--- config.mk ---
export PLATFORM = sky130hd
export DESIGN_NAME = dmem_responder
export DESIGN_NICKNAME = d
export VERILOG_FILES = /design/src/rtl/dmem_responder.sv
export SDC_FILE = /design/constraint.sdc
export NUM_CORES = 1
export LEC_CHECK = 0
export BUFFER_PORTS_ARGS = -buffer_cell sky130_fd_sc_hd__buf_2
export CAP_MARGIN = 20
export CELL_PAD_IN_SITES_DETAIL_PLACEMENT = 1
export CELL_PAD_IN_SITES_GLOBAL_PLACEMENT = 2
export CORE_MARGIN = 3
export CORE_UTILIZATION = 35
export DETAILED_ROUTE_END_ITERATION = 10
export GPL_TIMING_DRIVEN = 0
export HOLD_SLACK_MARGIN = 0.06
export PLACE_DENSITY_LB_ADDON = 0.12
export REMOVE_ABC_BUFFERS = 1
export SKIP_CTS_REPAIR_TIMING = 1
export SLEW_MARGIN = 20
export SYNTH_ARGS = -nofsm -noshare
export SYNTH_HDL_FRONTEND = slang
export SYNTH_SLANG_ARGS = --single-unit
--- constraint.sdc ---
create_clock -name clk -period 5.55 [get_ports clk]
set_clock_uncertainty 0.2 [all_clocks]
set_input_delay 0.8325 -clock clk [delete_from_list [all_inputs] [get_ports clk]]
set_output_delay 0.8325 -clock clk [all_outputs]
set_load 0.03 [all_outputs]
--- src/rtl/dmem_responder.sv ---
// rtl/dmem_responder.sv - single-outstanding data memory responder with wait states
// Byte-enabled word storage behind a valid/ready request and response handshake.
module dmem_responder #(
  parameter int DEPTH_WORDS = 32,
  parameter int WAIT_STATES = 1
) (
  input  logic        clk,
  input  logic        reset,
  input  logic        req_valid,
  output logic        req_ready,
  input  logic        req_we,
  input  logic [31:0] req_addr,
  input  logic [31:0] req_wdata,
  input  logic [3:0]  req_be,
  output logic        rsp_valid,
  input  logic        rsp_ready,
  output logic [31:0] rsp_rdata,
  output logic        rsp_err
);

  localparam int AW = (DEPTH_WORDS > 1) ? $clog2(DEPTH_WORDS) : 1;
  localparam logic [3:0] WAIT_INIT = (WAIT_STATES > 0) ? 4'(WAIT_STATES - 1) : 4'd0;

  typedef enum logic [1:0] {
    IDLE,
    WAIT,
    RESP
  } state_t;

  state_t      state_q, state_d;
  logic [3:0]  cnt_q, cnt_d;
  logic        we_q, we_d;
  logic [31:0] addr_q, addr_d;
  logic [31:0] wdata_q, wdata_d;
  logic [3:0]  be_q, be_d;
  logic [31:0] rdata_q, rdata_d;
  logic        err_q, err_d;

  logic [31:0] mem_q [DEPTH_WORDS];

  logic          accept;
  logic          enter_resp;
  logic          acc_we;
  logic [31:0]   acc_addr;
  logic [31:0]   acc_wdata;
  logic [3:0]    acc_be;
  logic          acc_err;
  logic [AW-1:0] acc_idx;
  logic [31:0]   old_word;
  logic [31:0]   merged_word;
  logic          mem_we;

  // With zero wait states the commit edge is the acceptance edge itself,
  // so the access fields come straight from the request bus in IDLE.
  always_comb begin
    accept    = req_valid && (state_q == IDLE);
    acc_we    = (state_q == IDLE) ? req_we    : we_q;
    acc_addr  = (state_q == IDLE) ? req_addr  : addr_q;
    acc_wdata = (state_q == IDLE) ? req_wdata : wdata_q;
    acc_be    = (state_q == IDLE) ? req_be    : be_q;
    acc_err   = (acc_addr[1:0] != 2'b00) ||
                ({2'b00, acc_addr[31:2]} >= 32'(DEPTH_WORDS));
    acc_idx   = acc_addr[AW+1:2];
    old_word  = mem_q[acc_idx];
    for (int i = 0; i < 4; i++) begin
      merged_word[8*i +: 8] = acc_be[i] ? acc_wdata[8*i +: 8] : old_word[8*i +: 8];
    end
  end

  always_comb begin
    state_d    = state_q;
    cnt_d      = cnt_q;
    we_d       = we_q;
    addr_d     = addr_q;
    wdata_d    = wdata_q;
    be_d       = be_q;
    rdata_d    = rdata_q;
    err_d      = err_q;
    enter_resp = 1'b0;

    case (state_q)
      IDLE: begin
        if (accept) begin
          we_d    = req_we;
          addr_d  = req_addr;
          wdata_d = req_wdata;
          be_d    = req_be;
          if (WAIT_STATES > 0) begin
            state_d = WAIT;
            cnt_d   = WAIT_INIT;
          end else begin
            state_d    = RESP;
            enter_resp = 1'b1;
          end
        end
      end
      WAIT: begin
        if (cnt_q == 4'd0) begin
          state_d    = RESP;
          enter_resp = 1'b1;
        end else begin
          cnt_d = cnt_q - 4'd1;
        end
      end
      RESP: begin
        if (rsp_ready) begin
          state_d = IDLE;
        end
      end
      default: state_d = IDLE;
    endcase

    if (enter_resp) begin
      rdata_d = (acc_err || acc_we) ? 32'd0 : old_word;
      err_d   = acc_err;
    end

    mem_we = enter_resp && acc_we && !acc_err;
  end

  always_ff @(posedge clk) begin
    if (!reset) begin
      state_q <= IDLE;
      cnt_q   <= 4'd0;
      we_q    <= 1'b0;
      addr_q  <= 32'd0;
      wdata_q <= 32'd0;
      be_q    <= 4'd0;
      rdata_q <= 32'd0;
      err_q   <= 1'b0;
    end else begin
      state_q <= state_d;
      cnt_q   <= cnt_d;
      we_q    <= we_d;
      addr_q  <= addr_d;
      wdata_q <= wdata_d;
      be_q    <= be_d;
      rdata_q <= rdata_d;
      err_q   <= err_d;
    end
  end

  // Storage is never cleared; a reset on the commit edge suppresses the write.
  always_ff @(posedge clk) begin
    if (reset && mem_we) begin
      mem_q[acc_idx] <= merged_word;
    end
  end

  assign req_ready = (state_q == IDLE);
  assign rsp_valid = (state_q == RESP);
  assign rsp_rdata = rdata_q;
  assign rsp_err   = err_q;

endmodule

# Word level (Yosys, flattened, before mapping)
# Memories as Yosys holds them, arrays and structs flattened.
# Cells that the tools add are included.
# totals
reg_bits,108
mem_bits_rw,1024
output_inout_bits,35
memories,1
# op_classes
n_addsub,1
magnitude_cmp,1
n_eq_ne,6
n_mux,20
reduce_logical,14
# mem_list
memory,words,word_bits,rd,rd_clocked_by_memory_dff,write_ports,line,rtl
mem_q,32,32,1,0,1,39,logic [31:0] mem_q [DEPTH_WORDS];
# ops
operator,n
$mux 32,3
$mux 8,4
$ge 30x6->1 const B,1
$mux 4,3
$pmux 4 s2,1
$mux 2,3
$pmux 2 s3,1
$reduce_and 3->1,2
$mux 1,5
$logic_and 1x1->1,4
$logic_not 4->1,1
$ne 2x1->1 const B,2
$ne 2x2->1 const B,2
$reduce_bool 2->1,2
$sub 4x1->4 const B,1
$eq 2x1->1 const B,1
$eq 2x2->1 const B,1
$logic_not 2->1,1
$logic_or 1x1->1,2
$reduce_and 2->1,1
$logic_not 1->1,1

# Logic depth before layout (Yosys ltp)
# Gate-level depths: netlist of run 1.
# depth
word_depth,9
mapped_depth,12

# Worst setup path before layout of run 1
# No wires, ideal clock.
# synth_timing
path_type,input to register
from,in req_addr[17]
to,mem mem_q[11][0] (enable)
setup_time_ps,421
arrival_ps,3683
required_ps,4929
path_slack_ps,1246
path_stages,8
cell_sequence,nor4_1 > nand4_1 > nor3_1 > o211ai_1 > or3_1 > or3_1 > clkbuf_1 > nor2_1
# synth_between
elab_chain_len,8
# synth_lines
item,line,rtl
start: declaration,12,"input logic [31:0] req_addr,"
$mux 32,58,acc_addr = (state_q == IDLE) ? req_addr : addr_q;
$ge 30x6->1,62,"({2'b00, acc_addr[31:2]} >= 32'(DEPTH_WORDS));"
$logic_or 1x1->1,61,acc_err = (acc_addr[1:0] != 2'b00) ||
$logic_not 1->1,118,mem_we = enter_resp && acc_we && !acc_err;
$logic_and 1x1->1,118,
$logic_and 1x1->1,145,if (reset && mem_we) begin
$mux 1,145,
$mux 1 (implied by the code),146,mem_q[acc_idx] <= merged_word;
end: declaration,39,
# No other way between the ends.

# Worst setup path after layout of run 1
# layout_timing
from,reg state_q[0]
to,"mem mem_q[19][16], data pin"
# layout_between
elab_chain_len,4
elab_cells_between_ends,6
# layout_lines
item,line,rtl
start: declaration,30,"state_t state_q, state_d;"
start signal: assignment,132,state_q <= state_d;
$logic_not 2->1 *,"58, 59, 60",
$mux 32,58,
$mem_v2 32x32,n/a,
$mux 8 *,66,merged_word[8*i +: 8] = acc_be[i] ? acc_wdata[8*i +: 8] : old_word[8*i +: 8];
via merged_word[16],50,logic [31:0] merged_word;
# Mark *: on every way through the listed nets, which the timed path passes. The rest lies on a longest branch.

==> out/metrics.yaml, run 1 <==
floorplan:
  die_h_um: 357
  chipWidth_um: 357
  rows: 128
  ios: 108
  core_area_um2: 122000
  initial_core_util: 0.354
  dieArea_um2: 128000
timing:
  finalHoldViolations: 0
  fin_crit_sh: 0.929
  max_slew_margin: 0.438
  fin_hold_ws_ns: 0.181
  fin_tns_setup_ns: 0
  rsz0062_at_grt: "no"
  fin_crit_ns: 5.16
  final.setup.worst_slack_ns: 0.395
  drv_slew: 0
  setup_viol_count_final: 0
  tightest_slew_ns: 0.826
  fmax_mhz: 194
route:
  drcViolationCount: 0
  ant_nets: 0
  vias: 22645
  totalWireLength_um: 126000
  first_pass_iters: 5
  viasPerCell: 5.36
  first_iter_violations: 2303
  post_drt_wl_per_cell_um: 29.8
clocking:
  h-tree-depth: 3
  insertion_delay_ns: 0.70
  root_buffer: "clkbuf_16"
  cts_tree: "yes"
  cts_buffer_depth: 3
  cts_sinks: 1132
  clk_pin_slew_ns: 0.06
  cts_buffers: 120
synth:
  synth.distinct_cells: 37
  syn-instance-count: 2246
  ys_seq_area_frac: 0.763
  yosys.area.top_type_share: 0.713
  avgSynthCellArea_um2: 19.2
  synthTopCellsByArea: "edfxtp_1, mux4_2, dfxtp_1"
  ys_warn_count: 0
  ys_ff_latch: 1132
  synth_area_um2: 43200
  yosysTopAreaCell: "edfxtp_1"
power:
  pwr-share-seq: 0.488
  power.share.clock: 0.379
  p_per_area_nw_per_um2: 387
  p_leak_nw: 17.0
  p_total_w: 0.0205
  comb_power_share: 0.133
  switchingPower_w: 0.00497
  peakVddDrop_mv: 0.243
  swShare: 0.243
  p_int_w: 0.0155
critical_path:
  r2r-start: "state_q[0]"
  end_kind: "register"
  cp_common_cell: "buf_16"
  path_class: "reg2reg"
  cp_max_fo: 49
  r2r_cells: 15
  crit_path_start_kind: "register"
  cp.arrival_ns: 5.40
  critPathMaxStageDelay_ns: 0.53
  slowest_stage: "mux2i_4"
  reg2reg_to: "mem_q[19][16]"
  reg2reg_slack_ns: 0.39
  crit_start: "state_q[0]"
  worstPathRequired_ns: 5.79
  worstPathCellList: "or2_4, inv_8, mux2i_4, buf_16, buf_16, buf_16, buf_16, buf_16, buf_16, mux4_2, a22oi_1, nand2_1, nor2_1, a21oi_2, buf_6"
final_layout:
  design_area_um2: 52900
  layout_common_cells: "edfxtp_1, mux4_2, nand2_1"
  layout_commonest_cell: "edfxtp_1"
  regArea_um2: 32900
  num-fill-cells: 11496
  diodes: 0
  drive_gt1_frac: 0.293
  multi_input_area_um2: 10100
  finalNetCount: 2577
  area_growth_pct: 22.6
place:
  postPlaceCellArea_um2: 49100
  io_buffers: 107
  place_ws_ns: 0.166
  place.gp.congestion: 0.684
  dpl.hpwl_um: 84000
grt:
  grt_overflow: 0
  grt_pass1_vias: 24249
  antenna_found_initial: 5
  grt_pass1_wl_um: 179000
  grt_max_degree: 76
  grt.total_usage: 0.199
flow_run:
  maxCapViolCount: 0
worst_hold_path:
  min_path_type: "in2reg"
  whs_path_depth: 3
  hold_path_end: "wdata_q[16]"
  min_from: "req_wdata[16]"
run_status:
  outcome: "completed"
-- state kept, by name (all words and copies together), names as in the netlist --
name	count
addr_q	32
be_q	4
cnt_q	4
mem_q	1024
rsp_err	1
rsp_rdata	32
state_q	2
wdata_q	32
we_q	1
-- layer usage --
| metal | share of wire | GRT usage | up-vias |
|---|---|---|---|
| met5 | 0 | 0 | - |
| met4 | 0.022 | 0.0529 | 0 |
| met3 | 0.047 | 0.0274 | 175 |
| met2 | 0.49 | 0.328 | 606 |
| met1 | 0.44 | 0.278 | 12236 |
| li1 | - | - | 9628 |
-- cells in the mapped netlist, drive strengths merged --
master      n
a2111oi     1
a211oi     32
a21oi     104
a22oi     128
and2       35
buf        46
clkbuf     83
dfxtp     108
edfxtp   1024
ha          1
inv         5
mux2        6
mux2i      11
mux4      256
nand2     252
nand2b      6
nand4       2
nor2       80
nor2b       2
nor3        6
nor3b       1
nor4       12
o211a       1
o211ai      2
o21ai      33
or2         2
or3         5
xor2        2
-- cells by family (layout without fill, tap and decap cells) --
group           Yosys count  count (layout)  share of synthesized area
compound gates          301             301                     0.0445
xor+xnor                  2               2                   0.000406
fa+ha+maj                 1               1                   0.000290
buf+inv                 134             490                     0.0150
flops                  1132            1132                      0.763
mux                     273             273                      0.138
simple gates            403             403                     0.0390
-- area by class of cell --
type / instances / share of cell area
Clock buffer: 169 / 0.0620
Sequential cell: 1132 / 0.622
Tap cell: 1625 / 0.0384
Inverter: 5 / 0.000591
Timing Repair Buffer: 264 / 0.0767
Multi-Input combinational cell: 980 / 0.191
Clock inverter: 52 / 0.00906
-- how the worst max path moves through the flow --
stage                     cells past startpoint  slack, ns             to
after floorplan                               8      -6.72   mem_q[0][30]
after detailed placement                     16       0.17  mem_q[22][25]
after global placement                        8     -15.21  mem_q[20][14]
after global routing                         16       0.05   mem_q[3][25]
after CTS                                    16       0.15   mem_q[3][25]
final                                        15       0.39  mem_q[19][16]
-- worst max-delay path: cells and delay by family (launching register included) --
family          cells  cell delay, ns
compound gates      2            0.47
buf+inv             8            1.87
flops               1            0.38
mux                 2            1.03
simple gates        3            0.91
-- power groups by stage --
stage | clock, W | combinational (W) | sequential, W
finish | 0.00776 | 0.00273 | 0.0100
CTS | 0.00796 | 0.00278 | 0.00999
detailed placement | 0 | 0.00278 | 0.0102
floorplan | 0 | 0.00156 | 0.0102
global placement | 0 | 0.00243 | 0.0103
global route | 0.00832 | 0.00297 | 0.0100
-- stage by stage --
stage               std cells   util
floorplan                2117      -
global route             4227  0.433
global placement         3849  0.370
detailed placement       4006  0.403
CTS                      4227  0.433
finish                   4227  0.433
Power figures use the tool's default switching activity.
==> inputs of run 2 (changes only) <==
--- a/config.mk
+++ b/config.mk
@@ -16,6 +16,7 @@
 export HOLD_SLACK_MARGIN = 0.06
 export PLACE_DENSITY_LB_ADDON = 0.12
 export REMOVE_ABC_BUFFERS = 1
+export SETUP_SLACK_MARGIN = 0.5
 export SKIP_CTS_REPAIR_TIMING = 1
 export SLEW_MARGIN = 20
 export SYNTH_ARGS = -nofsm -noshare
==> out/metrics.yaml, run 2 (synthesis results as in run 1) <==
run_status:
  outcome: "completed"
power:
  peakVddDrop_mv: 0.243  # about the same
  p_total_w: 0.0205  # about the same
  p_leak_nw: 17.0  # +0.20%
  p_per_area_nw_per_um2: 387  # about the same
route:
  totalWireLength_um: 126000  # +0.39%
  drcViolationCount: 0  # unchanged
  first_iter_violations: 2296  # -0.30%
  ant_nets: 0  # unchanged
  vias: 22804  # +0.70%
  viasPerCell: 5.39  # +0.58%
  post_drt_wl_per_cell_um: 29.9  # +0.27%
  first_pass_iters: 5  # unchanged
final_layout:
  layout_commonest_cell: "edfxtp_1"
  layout_common_cells: "edfxtp_1, mux4_2, nand2_1"
  num-fill-cells: 11498  # +0.017%
  fin_cells: 4232  # +0.12%
  design_area_um2: 53000  # +0.12%
  regArea_um2: 32900  # unchanged
  finalNetCount: 2582  # +0.19%
  diodes: 0  # unchanged
  top_register: "mem_q"
  multi_input_area_um2: 10100  # +0.15%
  area_growth_pct: 22.7
  largest_register_ffs: 1024  # unchanged
  drive_gt1_frac: 0.294  # +0.00136
clocking:
  root_buffer: "clkbuf_16"
  clk_pin_slew_ns: 0.06  # about the same
  cts_buffer_depth: 3  # unchanged
  h-tree-depth: 3  # unchanged
  cts_buffers: 120  # unchanged
  cts_tree: "yes"
  cts_sinks: 1132  # unchanged
  insertion_delay_ns: 0.70  # about the same
critical_path:
  slowest_stage: "mux4_2"
  worstPathCellList: "or2_4, clkinv_16, mux2i_4, buf_16, buf_16, buf_16, buf_16, buf_16, buf_16, mux4_2, a22oi_1, nand2_1, nor2_1, a21oi_2, buf_6"
  worstPathRequired_ns: 5.79  # about the same
  r2r-start: "state_q[0]"
  cp_max_fo: 50  # +2.0%
  crit_path_start_kind: "register"
  cp.arrival_ns: 4.89  # -0.51 ns
  cp-endpoint: "mem_q[19][16]"
  crit_start: "state_q[0]"
  end_kind: "register"
  r2r_cells: 15  # unchanged
  reg2reg_slack_ns: 0.90  # +0.50 ns
  path_class: "reg2reg"
  cp_common_cell: "buf_16"
  critPathMaxStageDelay_ns: 0.50  # -0.03 ns
  reg2reg_to: "mem_q[19][16]"
timing:
  rsz0062_at_grt: "no"
  fin_crit_ns: 4.65  # -0.501 ns
  tightest_slew_ns: 0.829  # +0.00309 ns
  final.setup.worst_slack_ns: 0.896  # +0.501 ns
  fin_crit_sh: 0.839  # -0.0903
  drv_slew: 0  # unchanged
  max_slew_margin: 0.436  # -0.00211
  setup_viol_count_final: 0  # unchanged
  fmax_mhz: 215  # +11%
  finalHoldViolations: 0  # unchanged
floorplan:
  initial_core_util: 0.354  # unchanged
  dieArea_um2: 128000  # unchanged
  core_area_um2: 122000  # unchanged
  chipWidth_um: 357  # unchanged
  rows: 128  # unchanged
  die_h_um: 357  # unchanged
  ios: 108  # unchanged
place:
  io_buffers: 107  # unchanged
  placed_cells: 4006  # unchanged
  place.gp.congestion: 0.684  # unchanged
  place_ws_ns: 0.166  # unchanged
  dpl.hpwl_um: 84000  # unchanged
  postPlaceCellArea_um2: 49100  # unchanged
flow_run:
  maxCapViolCount: 0  # unchanged
grt:
  antenna_found_initial: 5  # unchanged
  grt_max_degree: 76  # unchanged
  grt_pass1_vias: 24249  # unchanged
  grt.total_usage: 0.199  # unchanged
  grt_overflow: 0  # unchanged
  grt_pass1_wl_um: 179000  # unchanged
worst_hold_path:
  min_from: "req_wdata[16]"
  min_path_type: "in2reg"
[run 2: changes by cell type in the layout (fill, tap and decap cells not counted), sizes merged]
cell / change
buf: +4
clkinv: +1
inv: -1
mux2: +1
[run 2: report_power, final]
part	total (W)	switching [W]	internal, W	leakage, nW
Combinational	0.00275	0.00170	0.00105	5.08
Sequential	0.0100	0.0000261	0.00997	10.1
Clock	0.00776	0.00326	0.00450	1.81
[run 2: area by class of cell]
| cell class | instances | share of cell area |
|---|---|---|
| sequential | 1132 | 0.621 |
| inverter | 5 | 0.000945 |
| multi-input combinational | 981 | 0.191 |
| tap | 1625 | 0.0384 |
| timing repair buffer | 268 | 0.0771 |
| clock inverter | 52 | 0.00905 |
| clock buffer | 169 | 0.0620 |
[run 2: how the worst min path moves through the flow]
stage	endpoint	slack, ns	cells past startpoint
global route	wdata_q[2]	0.15	3
detailed placement	rsp_rdata[19]	0.24	2
CTS	wdata_q[1]	0.12	3
floorplan	wdata_q[0]	0.23	2
finish	wdata_q[16]	0.18	3
global placement	rsp_rdata[5]	0.24	2
[run 2: metal layers]
| metal | wire length (µm) | up-vias | global-route usage |
|---|---|---|---|
| li1 | - | 9648 | - |
| met1 | 55600 | 12321 | 0.278 |
| met2 | 61500 | 658 | 0.328 |
| met3 | 6340 | 177 | 0.0274 |
| met4 | 2860 | 0 | 0.0529 |
| met5 | 0 | - | 0 |
[run 2: worst max-delay path, delay by kind of cell (launching register included)]
kind / cells / cell delay (ns)
buffers and inverters: 8 / 1.58
and+or+nand+nor: 3 / 0.85
muxes: 2 / 0.86
AOI/OAI and AO/OA: 2 / 0.48
DFF: 1 / 0.38
[run 2: metrics by stage]
step | util | hold slack (ns) | setup TNS, ns
2_1_floorplan | - | 0.232 | -9847.98
3_3_place_gp | 0.370 | 0.236 | -
3_5_place_dp | 0.403 | 0.239 | 0
4_1_cts | 0.433 | 0.121 | 0
5_1_grt | 0.434 | 0.152 | 0
6_report | 0.434 | 0.184 | 0
==> inputs of run 3 (changes only) <==
==> constraint.sdc (replaced) <==
create_clock -name clk -period 4.1 [get_ports clk]
set_clock_uncertainty 0.2 [all_clocks]
set_input_delay 0.615 -clock clk [delete_from_list [all_inputs] [get_ports clk]]
set_output_delay 0.615 -clock clk [all_outputs]
set_load 0.03 [all_outputs]
==> out/metrics.yaml, run 3 (synthesis results as in run 1) <==
run_status:
  outcome: "completed"
critical_path:
  crit_path_start_kind: "register"
  reg2reg_to: "mem_q[27][25]"
  cp_top_family: "buffers and inverters"
  cp_num_buf_inv: 9  # +1
  critPathMaxStageDelay_ns: 0.52  # +0.02 ns
  path_class: "reg2reg"
  r2r-start: "state_q[0]"
  reg2reg_slack_ns: 0.26  # -0.63 ns
  worstPathCellList: "or2_4, clkinv_16, mux2i_4, clkbuf_16, buf_16, buf_16, buf_16, buf_16, clkbuf_16, clkbuf_16, mux4_2, a22oi_2, nand2_1, nor2_4, a21oi_4, clkbuf_16"
  worstPathRequired_ns: 4.35  # -1.44 ns
  cp.arrival_ns: 4.09  # -0.80 ns
  r2r_cells: 16  # +1
  slowest_stage: "mux4_2"
  cp_max_fo: 8  # -84%
  end_kind: "register"
route:
  post_drt_wl_per_cell_um: 29.8  # -0.31%
  vias: 24335  # +6.7%
  first_iter_violations: 2371  # +3.3%
  first_pass_iters: 6  # +1
  drcViolationCount: 0  # unchanged
  ant_nets: 0  # unchanged
  viasPerCell: 5.31  # -1.5%
  totalWireLength_um: 136000  # +8.0%
power:
  p_int_w: 0.0220  # +42%
  p_per_area_nw_per_um2: 510  # +32%
  p_leak_nw: 19.1  # +13%
  pwr-share-seq: 0.462  # -0.025
  switchingPower_w: 0.00727  # +46%
  swShare: 0.248  # +0.00509
  power.share.clock: 0.359  # -0.019
  peakVddDrop_mv: 0.349  # +44%
  comb_power_share: 0.179  # +0.045
worst_hold_path:
  hold_path_end: "rsp_rdata[19]"
  min_path_type: "reg2reg"
  whs_path_depth: 2  # -1
  min_from: "rsp_rdata[19]"
floorplan:
  chipWidth_um: 357  # unchanged
  rows: 128  # unchanged
  dieArea_um2: 128000  # unchanged
  ios: 108  # unchanged
  core_area_um2: 122000  # unchanged
  initial_core_util: 0.354  # unchanged
  die_h_um: 357  # unchanged
final_layout:
  finalNetCount: 2934  # +14%
  num-fill-cells: 11320  # -1.5%
  largest_register_ffs: 1024  # unchanged
  drive_gt1_frac: 0.387  # +0.0927
  fin_cells: 4585  # +8.3%
  design_area_um2: 57500  # +8.5%
  regArea_um2: 32900  # about the same
  layout_common_cells: "edfxtp_1, mux4_2, nand2_1"
  multi_input_area_um2: 10800  # +6.7%
  layout_commonest_cell: "edfxtp_1"
  finalCoreUtilization: 0.471  # +0.0368
  area_growth_pct: 33.1
  top_register: "mem_q"
place:
  placed_cells: 4006  # unchanged
  io_buffers: 107  # unchanged
  dpl.hpwl_um: 84000  # unchanged
  place.gp.congestion: 0.684  # unchanged
  postPlaceCellArea_um2: 49100  # unchanged
grt:
  grt_overflow: 0  # unchanged
  grt_max_degree: 76  # unchanged
  antenna_found_initial: 6  # +1
  grt_pass1_vias: 24249  # unchanged
  grt.total_usage: 0.199  # unchanged
  grt_pass1_wl_um: 179000  # unchanged
clocking:
  clk_pin_slew_ns: 0.06  # about the same
  cts_tree: "yes"
  cts_buffer_depth: 3  # unchanged
  cts_sinks: 1132  # unchanged
  insertion_delay_ns: 0.71  # about the same
  cts_buffers: 120  # unchanged
  h-tree-depth: 3  # unchanged
  root_buffer: "clkbuf_16"
timing:
  fmax_mhz: 261  # +21%
  setup_viol_count_final: 0  # unchanged
  rsz0062_at_grt: "yes"
  fin_crit_sh: 0.936  # +0.0977
  max_slew_margin: 0.157  # -0.279
  tightest_slew_ns: 1.26  # +0.429 ns
  fin_crit_ns: 3.84  # -0.815 ns
  drv_slew: 0  # unchanged
  finalHoldViolations: 0  # unchanged
flow_run:
  maxCapViolCount: 0  # unchanged
[run 3: per-stage QoR]
step	TNS [ns]	hold slack (ns)	total power, W	setup slack (ns)
after floorplan	-	0.232	0.0159	-8.17
after global placement	-	0.236	0.0172	-16.66
after detailed placement	-1036.28	0.239	0.0175	-1.28
after CTS	-1074.66	-0.0967	0.0281	-1.30
after global routing	0	0.265	0.0304	0.163
final	0	0.249	0.0293	0.261
[run 3: layout make-up]
type / count / area share
sequential: 1132 / 0.573
multi-input combinational: 986 / 0.188
timing repair buffer: 613 / 0.137
clock buffer: 169 / 0.0571
tap: 1625 / 0.0354
clock inverter: 52 / 0.00834
inverter: 5 / 0.000871
timing repair inverter: 2 / 0.000392
antenna: 1 / 0.0000436
[run 3: power by group through the flow]
| stage | Sequential (W) | Combinational (W) | Clock, W |
|---|---|---|---|
| floorplan | 0.0138 | 0.00211 | 0 |
| global placement | 0.0139 | 0.00329 | 0 |
| detailed placement | 0.0138 | 0.00377 | 0 |
| CTS | 0.0135 | 0.00377 | 0.0108 |
| global route | 0.0135 | 0.00559 | 0.0113 |
| finish | 0.0135 | 0.00524 | 0.0105 |
[run 3: worst max path at each step]
stage,from,endpoint,slack (ns),cells after the start
after floorplan,state_q[0],mem_q[0][30],-8.17,8
after global placement,state_q[0],mem_q[20][14],-16.66,8
after detailed placement,state_q[1],mem_q[22][25],-1.28,16
after CTS,state_q[0],mem_q[3][25],-1.30,16
after global routing,state_q[0],mem_q[6][17],0.16,16
final,state_q[0],mem_q[27][25],0.26,16
[run 3: routing by layer]
metal | share of wire | routed length [µm] | global-route usage
met1 | 0.44 | 60100 | 0.278
met2 | 0.49 | 66600 | 0.328
met3 | 0.048 | 6520 | 0.0274
met4 | 0.024 | 3230 | 0.0529
met5 | 0 | 0 | 0
[run 3: tightest hold or removal path: cells and delay by family, from the launching register on]
family / cells / cell delay (ns)
and+or+nand+nor: 1 / 0.05
DFF: 1 / 0.31
AOI/OAI and AO/OA: 1 / 0.05
